### src/rtl/div_iter_pkg.sv
// Shared constants and state encoding for the iterative divider.
package div_iter_pkg;

  localparam logic RST_ENABLE = 1'b1;

  typedef enum logic [1:0] {
    DIV_IDLE = 2'd0,
    DIV_CALC = 2'd1,
    DIV_FIX  = 2'd2,
    DIV_DONE = 2'd3
  } div_state_e;

  function automatic int iters_f(input int width, input int bits_per_cycle);
    return width / bits_per_cycle;
  endfunction

endpackage

### src/rtl/div_step.sv
// One radix-2 restoring division step: shift in a dividend bit, trial-subtract the divisor.
module div_step #(
  parameter int WIDTH = 32
) (
  input  logic [WIDTH-1:0] rem_i,
  input  logic             bit_i,
  input  logic [WIDTH-1:0] divisor_i,
  output logic [WIDTH-1:0] rem_o,
  output logic             quo_o
);

  logic [WIDTH:0] shifted_s;
  logic [WIDTH:0] trial_s;

  // rem_i < divisor_i, so the trial difference fits WIDTH+1 bits and its MSB is the borrow.
  assign shifted_s = {rem_i, bit_i};
  assign trial_s   = shifted_s - {1'b0, divisor_i};
  assign quo_o     = ~trial_s[WIDTH];
  assign rem_o     = quo_o ? trial_s[WIDTH-1:0] : shifted_s[WIDTH-1:0];

endmodule

### src/rtl/div_iter.sv
// Iterative signed/unsigned restoring divider, BITS_PER_CYCLE quotient bits per cycle.
// result = {remainder, quotient}, held until the next completed operation.
module div_iter
  import div_iter_pkg::*;
#(
  parameter int WIDTH          = 32,
  parameter int BITS_PER_CYCLE = 1
) (
  input  logic               clock,
  input  logic               reset,
  input  logic               flush,
  input  logic               start,
  input  logic               flag_unsigned,
  input  logic [WIDTH-1:0]   operand1,
  input  logic [WIDTH-1:0]   operand2,
  output logic               busy,
  output logic               done,
  output logic [2*WIDTH-1:0] result,
  output logic               div_by_zero
);

  localparam int ITERS = iters_f(WIDTH, BITS_PER_CYCLE);
  localparam int CNT_W = $clog2(ITERS + 1);

  div_state_e         state_q;
  logic [CNT_W-1:0]   cnt_q;
  logic [WIDTH-1:0]   rem_q, dvd_q, dvs_q;
  logic               sign_quo_q, sign_rem_q;
  logic               busy_q, done_q, dbz_q;
  logic [2*WIDTH-1:0] result_q;

  logic [WIDTH-1:0]   abs1_d, abs2_d, rem_d, dvd_d, quo_fix_d, rem_fix_d, rem_src_s;
  logic               neg1_s, neg2_s, dvs_zero_s;

  // Step chain: dvd_q shifts dividend bits out of the MSB and quotient bits into the LSB.
  for (genvar k = 0; k < BITS_PER_CYCLE; k++) begin : g_step
    logic [WIDTH-1:0] rem_in_s, dvd_in_s, rem_out_s, dvd_out_s;
    logic             q_bit_s;
    if (k == 0) begin : g_first
      assign rem_in_s = rem_q;
      assign dvd_in_s = dvd_q;
    end else begin : g_next
      assign rem_in_s = g_step[k-1].rem_out_s;
      assign dvd_in_s = g_step[k-1].dvd_out_s;
    end
    div_step #(.WIDTH(WIDTH)) u_step (
      .rem_i     (rem_in_s),
      .bit_i     (dvd_in_s[WIDTH-1]),
      .divisor_i (dvs_q),
      .rem_o     (rem_out_s),
      .quo_o     (q_bit_s)
    );
    assign dvd_out_s = {dvd_in_s[WIDTH-2:0], q_bit_s};
  end

  assign rem_d = g_step[BITS_PER_CYCLE-1].rem_out_s;
  assign dvd_d = g_step[BITS_PER_CYCLE-1].dvd_out_s;

  // Operand magnitudes at accept and sign-corrected results for the FIX cycle.
  always_comb begin
    neg1_s     = ~flag_unsigned & operand1[WIDTH-1];
    neg2_s     = ~flag_unsigned & operand2[WIDTH-1];
    abs1_d     = neg1_s ? -operand1 : operand1;
    abs2_d     = neg2_s ? -operand2 : operand2;
    dvs_zero_s = (dvs_q == {WIDTH{1'b0}});
    rem_src_s  = dvs_zero_s ? dvd_q : rem_q;
    quo_fix_d  = dvs_zero_s ? {WIDTH{1'b1}} : (sign_quo_q ? -dvd_q : dvd_q);
    rem_fix_d  = sign_rem_q ? -rem_src_s : rem_src_s;
  end

  // Control FSM with registered handshake outputs; done trails the DONE state by one cycle.
  always_ff @(posedge clock) begin
    if (reset == RST_ENABLE) begin
      state_q    <= DIV_IDLE;
      cnt_q      <= {CNT_W{1'b0}};
      rem_q      <= {WIDTH{1'b0}};
      dvd_q      <= {WIDTH{1'b0}};
      dvs_q      <= {WIDTH{1'b0}};
      sign_quo_q <= 1'b0;
      sign_rem_q <= 1'b0;
      busy_q     <= 1'b0;
      done_q     <= 1'b0;
      dbz_q      <= 1'b0;
      result_q   <= {(2*WIDTH){1'b0}};
    end else if (flush) begin
      state_q <= DIV_IDLE;
      busy_q  <= 1'b0;
      done_q  <= 1'b0;
    end else begin
      done_q <= (state_q == DIV_DONE);
      case (state_q)
        DIV_IDLE: begin
          if (start && !busy_q) begin
            dvd_q      <= abs1_d;
            dvs_q      <= abs2_d;
            rem_q      <= {WIDTH{1'b0}};
            sign_quo_q <= neg1_s ^ neg2_s;
            sign_rem_q <= neg1_s;
            cnt_q      <= CNT_W'(ITERS);
            busy_q     <= 1'b1;
            state_q    <= (abs2_d == {WIDTH{1'b0}}) ? DIV_FIX : DIV_CALC;
          end else begin
            busy_q <= 1'b0;
          end
        end
        DIV_CALC: begin
          rem_q <= rem_d;
          dvd_q <= dvd_d;
          cnt_q <= cnt_q - CNT_W'(1);
          if (cnt_q == CNT_W'(1)) begin
            state_q <= DIV_FIX;
          end else begin
            state_q <= DIV_CALC;
          end
        end
        DIV_FIX: begin
          result_q <= {rem_fix_d, quo_fix_d};
          dbz_q    <= dvs_zero_s;
          state_q  <= DIV_DONE;
        end
        DIV_DONE: state_q <= DIV_IDLE;
        default:  state_q <= DIV_IDLE;
      endcase
    end
  end

  assign busy        = busy_q;
  assign done        = done_q;
  assign result      = result_q;
  assign div_by_zero = dbz_q;

endmodule

### config.mk
export PLATFORM = sky130hd
export DESIGN_NAME = div_iter
export DESIGN_NICKNAME = d
export VERILOG_FILES = /design/src/rtl/div_iter_pkg.sv /design/src/rtl/div_step.sv /design/src/rtl/div_iter.sv
export SDC_FILE = /design/constraint.sdc
export NUM_CORES = 1
export LEC_CHECK = 0
export BUFFER_PORTS_ARGS = -buffer_cell sky130_fd_sc_hd__buf_2
export CAP_MARGIN = 30
export CORE_MARGIN = 3
export CORE_UTILIZATION = 35
export CTS_CLUSTER_DIAMETER = 120
export DETAILED_ROUTE_END_ITERATION = 8
export GPL_ROUTABILITY_DRIVEN = 0
export PLACE_DENSITY = 0.5
export SLEW_MARGIN = 25
export SYNTH_ARGS = -nofsm -noshare
export SYNTH_HDL_FRONTEND = slang
export SYNTH_HIERARCHICAL = 1
export SYNTH_SLANG_ARGS = --single-unit
### constraint.sdc
create_clock -name clock -period 5.55 [get_ports clock]
set_input_delay 1.665 -clock clock [delete_from_list [all_inputs] [get_ports clock]]
set_output_delay 1.665 -clock clock [all_outputs]
set_load 0.01 [all_outputs]
==> summary.md <==
| Metric | Value |
|---|---|
| Wire per inst | 19.0 um |
| CP Launch Type | register |
| Post-CTS setup buffers | 0 |
| Crit Path Category | reg -> reg |
| Internal Power | 2150 uW |
| Worst Path Arrival | 4660 ps |
| Clock buffer count from CTS | 17 |
| First-pass GRT wire length | 64900 um |
| Unrepaired setup endpoints after global routing | no |
| Routed vias/inst | 5.54 |
| Sequential area share after synthesis | 27.6% |
| Clock power frac | 36.7% |
| Commonest cells after routing, fill and taps aside | nor2_1, dfxtp_1, nand2_1, a21oi_1, buf_2 |
| P&R area growth vs syn | 11.2% |
| Static leakage | 0.00553 uW |
| Design Power | 3230 uW |
| Commonest non-fill, non-tap cell in the layout | nor2_1 |
| DR pass1 iterations | 5 |
| Number of synthesized flops with an enable pin | 0 |
| Final hold vios | 0 |
| Initial Utilization | 35.9% |
| Worst EP required | 5920 ps |
| Mapped Cells | 1650 |
| Max-Cap Viols | 0 |
| CTS tree | done |
| Width of the die | 195 um |
| Status | completed |
| Die Ht | 195 um |
| Clock Pin Slew Worst Setup and Hold Paths | 70 ps |
| Hold_buf cts | 0 |
| Setup ws final | 1250 ps |
| Avg Cell Area, Syn | 7.59 um2 |
| Min Tclk post-route | 4300 ps |
| Largest net degree at the start of global routing | 109 |
| Worst slew pin tran | 1020 ps |
| Final worst-path cycle share | 77.5% |
| Clock Sinks | 173 |
| Net Sw Frac | 33.4% |
| Final #Nets | 1804 |
| Initial antenna violation count | 0 |
| Unique masters post-synth | 90 |
| Pwr dens | 232 nW/um2 |
| Asr flop ratio synth | 0% |
| Post-route DRC | 0 |
| Hpwl dp | 30900 um |
| Setup TNS | 0 ps |
| H-tree Lvls | 4 |
| Synth warn | 6 |
| Most common flop cell mapped by yosys | dfxtp_1 |
| Switch Pwr | 1080 uW |
| Post-CTS resize count | 0 |
| DRT iter0 DRCs | 857 |
| Fmax | 0.233 GHz |
| Core Region | 34900 um2 |
| Synth top area cells | dfxtp_1, xnor2_1, nor2_1 |
| Full die area | 38100 um2 |
| Worst slew margin | 31.7% |
| Syn nets | 1758 |
| Clk Latency, worst-skew pair | 450 ps |
| Comb power frac | 20.9% |
| Critical path endpoint category | register |
| I/O Pins | 136 |
| CP cell instances | nor4_1, nand4_1, or2_2, a21oi_1, ha_1, nand2_1, or3_1, mux2_4, o31ai_4, nand2_1, xor2_1, a211oi_1 |
| Vias in the first global route | 11300 |
| Final setup skew | 12.8 ps |
| Slew Viols, Final | 0 |
| Sequential Power Share | 42.4% |
| Place WS | 1210 ps |
| Routed WL | 41100 um |
| Post-route ant nets | 0 |
| Ant diodes | 0 |
| Max FO, Critical Path | 29 |
| Slowest stage delay, CP | 690 ps |
| Gr ovfl total | 0 |
| Synth top area share | 27.6% |
| Mapped cell area | 12500 um2 |
| Maximum VDD drop | 0.000186 V |
| Layout cells sized above 1 | 14.5% |
| CTS root buf | clkbuf_16 |
| Critical path's slowest cell | or2_2 |
| Hold Crit Class | reg -> reg |
| Synth Register Bits | 173 |
| Final Util | 39.9% |
| # port buffers | 135 |
| Bufs on Longest Clock Path | 2 |
| Final Setup Violations | 0 |
| GRT Util Overall | 21.1% |
| Row count | 68 |
| Synth area leader | dfxtp_1 |
| Vias | 12000 |
| CP most frequent cell | nand2_1 |
[cell type report]
type	instances	area [um2]
tap	455	569
fill	3756	21000
sequential	173	3460
clock inverter	14	129
inverter	56	218
clock buffer	18	439
timing repair buffer	149	808
multi-input combinational	1299	8300
[stage by stage]
step | hold WS [ps] | std cells | area (um2)
global placement | 438 | 2131 | 13300
floorplan | 453 | 1650 | 12500
detailed placement | 444 | 2131 | 13300
finish | 449 | 2164 | 13900
global route | 471 | 2164 | 13900
CTS | 452 | 2163 | 13900
[cell families after synthesis]
group           Yosys count  synth area share, %
xor+xnor                150                 10.5
simple gates            626                 23.6
compound gates          416                 21.6
fa+ha+maj                39                 3.95
buf+inv                 178                 6.32
flops                   173                 27.6
mux                      68                 6.44
[path summary, 6_finish.rpt]
kind                             end  slack (ps)  cells past startpoint               startpoint
max          result[54]$_SDFFE_PP0P_        1250                     12    dvs_q[1]$_SDFFE_PP0P_
min          result[61]$_SDFFE_PP0P_         450                      2  result[61]$_SDFFE_PP0P_
min reg2reg  result[61]$_SDFFE_PP0P_         450                      2  result[61]$_SDFFE_PP0P_
max reg2reg  result[54]$_SDFFE_PP0P_        1250                     12    dvs_q[1]$_SDFFE_PP0P_
[registers in the layout, summed over array words and instances, names as in the netlist]
signal and flops:
busy 1, div_by_zero 1, dvd_q 32, result 64
state_q 2, done 1, cnt_q 6, dvs_q 32
sign_quo_q 1, sign_rem_q 1, g_step.rem_in_s 32
[cells in the mapped netlist, types with 20 or more instances]
master	instances
mux2i_1	36
nand3_1	64
o21ai_0	47
dfxtp_1	173
clkbuf_1	92
a31oi_1	24
mux2_4	20
xor2_1	63
inv_1	54
a211oi_1	57
xnor2_1	87
nor2_1	200
nor4_1	35
o31ai_1	20
a21oi_1	146
nor3_1	49
ha_1	38
nand2_1	169
[routing by layer]
metal | part of all wire [%] | vias to the layer above | global-route usage [%]
li1 | - | 6007 | -
met1 | 51 | 5661 | 31.6
met2 | 43 | 287 | 31.8
met3 | 4.5 | 27 | 3.23
met4 | 1.5 | 0 | 5.10
met5 | 0 | - | 0
[power groups by stage]
stage          Clock (uW)  Combinational (uW)  Sequential [uW]
6_report             1190                 675             1370
5_1_grt              1270                 751             1370
4_1_cts              1220                 671             1370
3_5_place_dp            0                 668             1400
3_3_place_gp            0                 669             1390
2_1_floorplan           0                 516             1340
[critical path, delay by kind of cell (launching register included)]
| kind | cells | cell delay (ps) |
|---|---|---|
| AO/OA/AOI/OAI | 3 | 930 |
| XOR/XNOR | 1 | 170 |
| adder cells (fa/ha/maj) | 1 | 360 |
| flip-flops | 1 | 370 |
| multiplexers | 1 | 310 |
| AND/OR/NAND/NOR | 6 | 2060 |
Power figures use the tool's default switching activity.
